File: src/rtl/serial_alu.sv
// Digit-serial ALU: processes A/B DIGIT bits per clock, LSB first, behind a start/done handshake.
// Same OP encoding and carry/overflow/SLT rules as the single-cycle ripple-slice ALU.
module serial_alu #(
    parameter int unsigned WIDTH = 32,
    parameter int unsigned DIGIT = 4
) (
    input  logic             clk,
    input  logic             reset,
    input  logic             start,
    input  logic [WIDTH-1:0] A,
    input  logic [WIDTH-1:0] B,
    input  logic [2:0]       OP,
    output logic             ready,
    output logic             done,
    output logic [WIDTH-1:0] R,
    output logic             c_out,
    output logic             V,
    output logic             zero
);

    localparam int unsigned NDIG = WIDTH / DIGIT;
    localparam int unsigned CntW = (NDIG > 1) ? $clog2(NDIG) : 1;

    typedef enum logic [1:0] {StIdle, StRun, StDone} state_e;

    state_e           state_q, state_d;
    logic [WIDTH-1:0] a_q, a_d, b_q, b_d, sh_q, sh_d, r_q, r_d;
    logic [2:0]       op_q, op_d;
    logic [CntW-1:0]  cnt_q, cnt_d;
    logic             carry_q, carry_d, cmsb_q, cmsb_d;
    logic             cout_q, cout_d, v_q, v_d, zero_q, zero_d, done_q, done_d;

    logic [DIGIT-1:0] da, db, dsum, dres;
    logic             c_into_top, c_digit_out;
    logic             v_fin, set_fin;
    logic [WIDTH-1:0] r_fin;

    // One DIGIT-wide ripple slice, fed by the carry register.
    always_comb begin : p_digit
        logic c;
        da         = a_q[DIGIT-1:0];
        db         = b_q[DIGIT-1:0] ^ {DIGIT{op_q[2]}};
        dsum       = '0;
        c          = carry_q;
        c_into_top = 1'b0;
        for (int i = 0; i < int'(DIGIT); i++) begin
            if (i == int'(DIGIT) - 1) c_into_top = c;
            dsum[i] = da[i] ^ db[i] ^ c;
            c       = (da[i] & db[i]) | (c & (da[i] ^ db[i]));
        end
        c_digit_out = c;
        dres = op_q[1] ? dsum : (op_q[0] ? (da | db) : (da & db));
    end

    // In DONE the shift register holds the full sum for OP[1]=1, so its MSB is the sum sign.
    always_comb begin
        v_fin   = cmsb_q ^ carry_q;
        set_fin = sh_q[WIDTH-1] ^ v_fin;
        r_fin   = (op_q[1:0] == 2'b11) ? {{(WIDTH-1){1'b0}}, set_fin} : sh_q;
    end

    always_comb begin
        state_d = state_q;
        a_d     = a_q;
        b_d     = b_q;
        sh_d    = sh_q;
        op_d    = op_q;
        cnt_d   = cnt_q;
        carry_d = carry_q;
        cmsb_d  = cmsb_q;
        r_d     = r_q;
        cout_d  = cout_q;
        v_d     = v_q;
        zero_d  = zero_q;
        done_d  = 1'b0;
        unique case (state_q)
            StIdle: begin
                if (start) begin
                    a_d     = A;
                    b_d     = B;
                    op_d    = OP;
                    carry_d = OP[2];
                    cnt_d   = '0;
                    state_d = StRun;
                end
            end
            StRun: begin
                a_d     = a_q >> DIGIT;
                b_d     = b_q >> DIGIT;
                sh_d    = (sh_q >> DIGIT) | (WIDTH'(dres) << (WIDTH - DIGIT));
                carry_d = c_digit_out;
                if (cnt_q == CntW'(NDIG - 1)) begin
                    cmsb_d  = c_into_top;
                    state_d = StDone;
                end else begin
                    cnt_d = cnt_q + CntW'(1);
                end
            end
            StDone: begin
                r_d     = r_fin;
                cout_d  = carry_q;
                v_d     = v_fin;
                zero_d  = (r_fin == '0);
                done_d  = 1'b1;
                state_d = StIdle;
            end
            default: state_d = StIdle;
        endcase
    end

    always_ff @(posedge clk) begin
        if (reset) begin
            state_q <= StIdle;
            a_q     <= '0;
            b_q     <= '0;
            sh_q    <= '0;
            op_q    <= '0;
            cnt_q   <= '0;
            carry_q <= 1'b0;
            cmsb_q  <= 1'b0;
            r_q     <= '0;
            cout_q  <= 1'b0;
            v_q     <= 1'b0;
            zero_q  <= 1'b1;
            done_q  <= 1'b0;
        end else begin
            state_q <= state_d;
            a_q     <= a_d;
            b_q     <= b_d;
            sh_q    <= sh_d;
            op_q    <= op_d;
            cnt_q   <= cnt_d;
            carry_q <= carry_d;
            cmsb_q  <= cmsb_d;
            r_q     <= r_d;
            cout_q  <= cout_d;
            v_q     <= v_d;
            zero_q  <= zero_d;
            done_q  <= done_d;
        end
    end

    assign ready = (state_q == StIdle) && !reset;
    assign done  = done_q;
    assign R     = r_q;
    assign c_out = cout_q;
    assign V     = v_q;
    assign zero  = zero_q;

endmodule

File: config.mk
export PLATFORM = sky130hd
export DESIGN_NAME = serial_alu
export DESIGN_NICKNAME = d
export VERILOG_FILES = /design/src/rtl/serial_alu.sv
export SDC_FILE = /design/constraint.sdc
export NUM_CORES = 1
export LEC_CHECK = 0
export BUFFER_PORTS_ARGS = -buffer_cell sky130_fd_sc_hd__buf_2
export CAP_MARGIN = 30
export CORE_MARGIN = 3
export CORE_UTILIZATION = 25
export DETAILED_ROUTE_END_ITERATION = 8
export HOLD_SLACK_MARGIN = 0.08
export PLACE_DENSITY_LB_ADDON = 0.15
export SLEW_MARGIN = 20
export SYNTH_ARGS = -nofsm -noshare
export SYNTH_HDL_FRONTEND = slang
export SYNTH_SLANG_ARGS = --single-unit
File: constraint.sdc
create_clock -name clk -period 3.9 [get_ports clk]
set_input_delay 0.585 -clock clk [delete_from_list [all_inputs] [get_ports clk]]
set_output_delay 0.585 -clock clk [all_outputs]
set_load 0.005 [all_outputs]
# == Word level (Yosys, flattened, before mapping) ==
# Cells that the tools add are included.
# op_classes
add_sub_neg,1
eq_ne,7
mux,16
bitwise_logic,26
reduce_logical,10
# op_table
cell,count
32-bit case mux with 2 select lines,2
32-bit two-way mux,3
32-bit zero test,1
28-bit by 32-bit bitwise OR with 32-bit output,1
1-bit XOR,10
1-bit bitwise AND,8
4-bit two-way mux,2
2-bit AND reduction,4
3-bit two-way mux,2
2-bit != test (second input constant),3
3-bit case mux with 2 select lines,1
4-bit bitwise AND,1
2-bit equality test (second input constant),2
2-bit two-way mux,2
1-bit bitwise OR,4
4-bit bitwise OR,1
2-bit case mux with 2 select lines,1
4-bit XOR,1
3-bit by 1-bit adder with 3-bit output (second input constant),1
3-bit equality test (second input constant),1
3-bit AND reduction,1
2-bit by 1-bit equality test with 1-bit output (second input constant),1
2-bit zero test,1
1-bit two-way mux,2
4 further kinds,4
# totals
register_bits,142
elab_cells,73

# == Depth between registers and ports, before layout ==
# logic_depth
depth_word,11
mapped_depth,12

# == Worst setup path before layout ==
# OpenSTA, ideal clock, no wires.
# synth_timing
path_kind,reg-to-reg
startpoint,reg op_q[2]
endpoint,reg sh_q[31]
setup_time_ns,0.070
arrival_ns,2.401
setup_slack_ns,1.429
stages_incl_launch_ff,13
n_path_buf,1
period_less_slack_ns,2.471
path_cell_list,dfxtp_1 -> clkbuf_1 -> xor2_1 -> inv_1 -> fa_1 -> inv_1 -> fa_1 -> fa_1 -> inv_1 -> fa_1 -> nand2_1 -> o211ai_1 -> a21oi_1
# synth_between
elab_chain_cells,11
elab_cells_between_ends,20
# synth_lines
item,line,rtl
"start, declared",28,"logic [2:0] op_q, op_d;"
"start signal, assigned",131,op_q <= op_d;
4-bit XOR *,42,db = b_q[DIGIT-1:0] ^ {DIGIT{op_q[2]}};
1-bit XOR,49,c = (da[i] & db[i]) | (c & (da[i] ^ db[i]));
1-bit bitwise AND,49,
1-bit bitwise OR,49,
1-bit bitwise AND,49,
1-bit bitwise OR,49,
1-bit bitwise AND,49,
1-bit bitwise OR *,49,
net c_into_top,34,"logic c_into_top, c_digit_out;"
1-bit XOR *,48,dsum[i] = da[i] ^ db[i] ^ c;
4-bit two-way mux *,52,dres = op_q[1] ? dsum : (op_q[0] ? (da | db) : (da & db));
28-bit by 32-bit bitwise OR with 32-bit output *,90,sh_d = (sh_q >> DIGIT) | (WIDTH'(dres) << (WIDTH - DIGIT));
"end signal, assigned",116,sh_q <= '0;
"end signal, assigned",130,sh_q <= sh_d;
"end, declared",27,"logic [WIDTH-1:0] a_q, a_d, b_q, b_d, sh_q, sh_d, r_q, r_d;"
# The timed path passes the listed nets; every way through them passes the cells marked *.
# A chain may end at the register's enable or synchronous reset.

# == Final worst setup path ==
# Ends and elaborated chain as after synthesis.

==> out/metrics.yaml <==
sta:
  fmax_mhz: 401
  rsz0062_at_grt: "no"
  finalSetupViolations: 0
  maxSlewHeadroom_pct: 38.4
  slew_violations: 0
  fin_setup_tns_ns: 0
  finalWorstSetupSlack_ns: 1.41
  skew_ns: 0.0101
  worst_pin_slew_ns: 0.925
  period_needed_ns: 2.49
  hold_violations: 0
  period_share_pct: 63.9
layout:
  antennaDiodeCount: 0
  postLayoutCoreUtil_pct: 31.6
  syn_to_final_growth_pct: 23.0
  drive_gt1_share_pct: 20.2
  multi_input_area_um2: 2680
  fin_nets: 868
  final_common_cell: "nand2_1"
  layout_common_cells: "nand2_1, dfxtp_1, nor2_1, buf_2, a311oi_1"
  instances_no_fill: 1109
  seqCellArea_um2: 2840
  num-fill-cells: 2497
  final_cell_area_um2: 7240
setup_path:
  r2r_cells: 11
  path_max_fanout: 5
  crit_type: "reg -> reg"
  crit_arrival_ns: 2.84
  r2r_end: "sh_q[31]"
  r2r-start: "op_q[2]"
  cp-end-kind: "flop"
  worstSetupStartpointType: "flop"
  worstPathRequired_ns: 4.25
  reg2reg_setup_slack_ns: 1.41
global_route:
  grt_pass1_wl_mm: 25.9
  grtUsageMet1_pct: 16.7
  antenna_found_initial: 0
  grt_pass1_vias: 5050
  overflow: 0
  busiest_layer: "met2"
  gr-usage-met2_pct: 19.2
  grt_usage_pct: 12.3
  grt_max_degree: 99
  met3_usage_pct: 3.62
floorplanning:
  core_area_um2: 22900
  start_util_pct: 25.7
  dieHeight_um: 159
  io_pins: 107
  fp.dieW_um: 159
  dieArea_um2: 25400
  row_count: 55
worst_hold_path:
  worstHoldPathType: "in -> reg"
  holdPathEnd: "op_q[1]"
  min_from: "OP[1]"
  min_path_cells: 3
clock_network:
  cts_tree: "done"
  path_clk_slew_ns: 0.06
  cts_setup_buffers: 0
  clk-insertion-delay-late_ns: 0.42
  h-tree-depth: 4
  hold_buffers: 0
  clk_path_buf_depth: 2
  ctsResizeCount: 0
  root_buffer: "clkbuf_16"
  clkSinkCount: 142
  cts_inserted_buffers: 17
power_and_ir_drop:
  powerDensity_nw_per_um2: 507
  power.leakage_nw: 2.86
  ir_drop_mv: 0.234
logic_synthesis:
  syn_area_um2: 5880
  syn_inst: 710
  avgSynthCellArea_um2: 8.29
  yosys_register_bits: 142
  yosysUniqueCellTypes: 37
  synth_warnings: 0
  yosysSeqAreaShare_pct: 48.3
  synth_nets: 794
detailed_routing:
  drt_pass1_iterations: 4
  drc: 0
  via_per_inst: 4.50
  routed_wl_mm: 15.5
  final_antenna_net_count: 0
  wl_per_cell_um: 14.0
  vias: 4990
  drtIter0Drc: 261
flow_run:
  maxCapViolations: 0
place:
  place_area_um2: 6610
  io_buffers: 106
  place_ws_ns: 1.41
  gp_congestion: 0.678
  dp_hpwl_mm: 10.1
  placed_cells: 1078
status:
  outcome: "finished, final reports clean"
-- Yosys cell counts --
library cell	instances	share of area (%)
nor3b_1	1	0.13
nand3_1	9	0.77
nor2_1	107	6.8
a221oi_1	1	0.15
o31ai_1	1	0.13
nor3b_4	1	0.32
xnor2_1	2	0.30
buf_4	4	0.51
nand4_1	2	0.21
xor2_1	4	0.60
nor2b_1	1	0.11
nand2_2	1	0.11
clkbuf_2	1	0.085
a311oi_1	49	7.3
a22oi_1	33	4.2
nor4_1	8	0.85
o211ai_1	1	0.13
o21ai_0	1	0.085
inv_1	13	0.83
a31oi_1	1	0.11
a21o_1	1	0.13
mux2i_1	2	0.34
clkbuf_1	18	1.1
fa_1	4	1.4
a211oi_1	5	0.64
buf_6	4	0.77
buf_1	2	0.13
buf_2	33	2.8
a311oi_2	7	1.8
mux2_2	1	0.19
a21oi_1	46	3.9
nand2b_1	2	0.21
ha_1	10	2.1
a21oi_2	1	0.15
dfxtp_1	142	48
nand2_1	187	12
nor3_1	4	0.34
-- layout make-up --
cell class / instances / share of cell area [%]
Clock inverter: 14 / 2.89
Timing Repair Buffer: 117 / 8.85
Tap cell: 313 / 5.41
Sequential cell: 142 / 39.3
Inverter: 13 / 0.674
Multi-Input combinational cell: 493 / 37.0
Clock buffer: 17 / 5.88
-- critical path: stages, from the launching register on --
cell and delay [ns]:
dfxtp_1 0.44, xor2_1 0.12, inv_1 0.10, fa_1 0.17, inv_1 0.05, fa_1 0.37, fa_1 0.39, inv_1 0.09
fa_1 0.41, nand2_1 0.07, o211ai_1 0.08, a21oi_1 0.13
-- sequential cells by signal, summed over array words and instances, names as in the netlist --
register,cells
R,32
a_q,32
b_q,32
sh_q,32
cnt_q,3
op_q,3
state_q,2
V,1
c_out,1
carry_q,1
cmsb_q,1
done,1
zero,1
-- cells by family (layout without fill, tap and decap cells) --
family                     count (synthesis)  in the layout  synth area share (%)
buffers and inverters                     75            161                  6.27
xor gates and xnor gates                   6              6                 0.893
muxes                                      3              3                 0.532
AOI/OAI and AO/OA                        147            147                  18.7
DFF                                      142            142                  48.3
and+or+nand+nor                          323            323                  21.8
adders and majority gates                 14             14                  3.49
-- stage by stage --
stage | total power [W] | hold slack [ns]
final | 0.00367 | 0.405
after global routing | 0.00385 | 0.394
after CTS | 0.00373 | 0.385
after detailed placement | 0.00195 | 0.459
after global placement | 0.00195 | 0.459
after floorplan | 0.00185 | 0.448
-- metal layers --
layer  routed length [um]  share of wire, %
met5                    0                 0
met3                  715               4.6
met2                 6900                44
met1                 7760                50
met4                  150              0.97
-- worst max path at each step --
stage                 start  endpoint  depth (start not counted)
global placement    op_q[2]  sh_q[31]                         11
CTS                 op_q[2]  sh_q[31]                         11
finish              op_q[2]  sh_q[31]                         11
floorplan           op_q[2]  sh_q[31]                         12
detailed placement  op_q[2]  sh_q[31]                         11
global route        op_q[2]  sh_q[31]                         11
-- report_power, final --
group	switching [W]	total [W]	leakage, nW	internal (W)
registers	0.0000517	0.00157	1.16	0.00152
logic	0.000208	0.000336	1.40	0.000128
clock network	0.000676	0.00176	0.300	0.00108
total	0.000935	0.00367	2.86	0.00273
No activity file was read; power rests on OpenSTA's default activity.
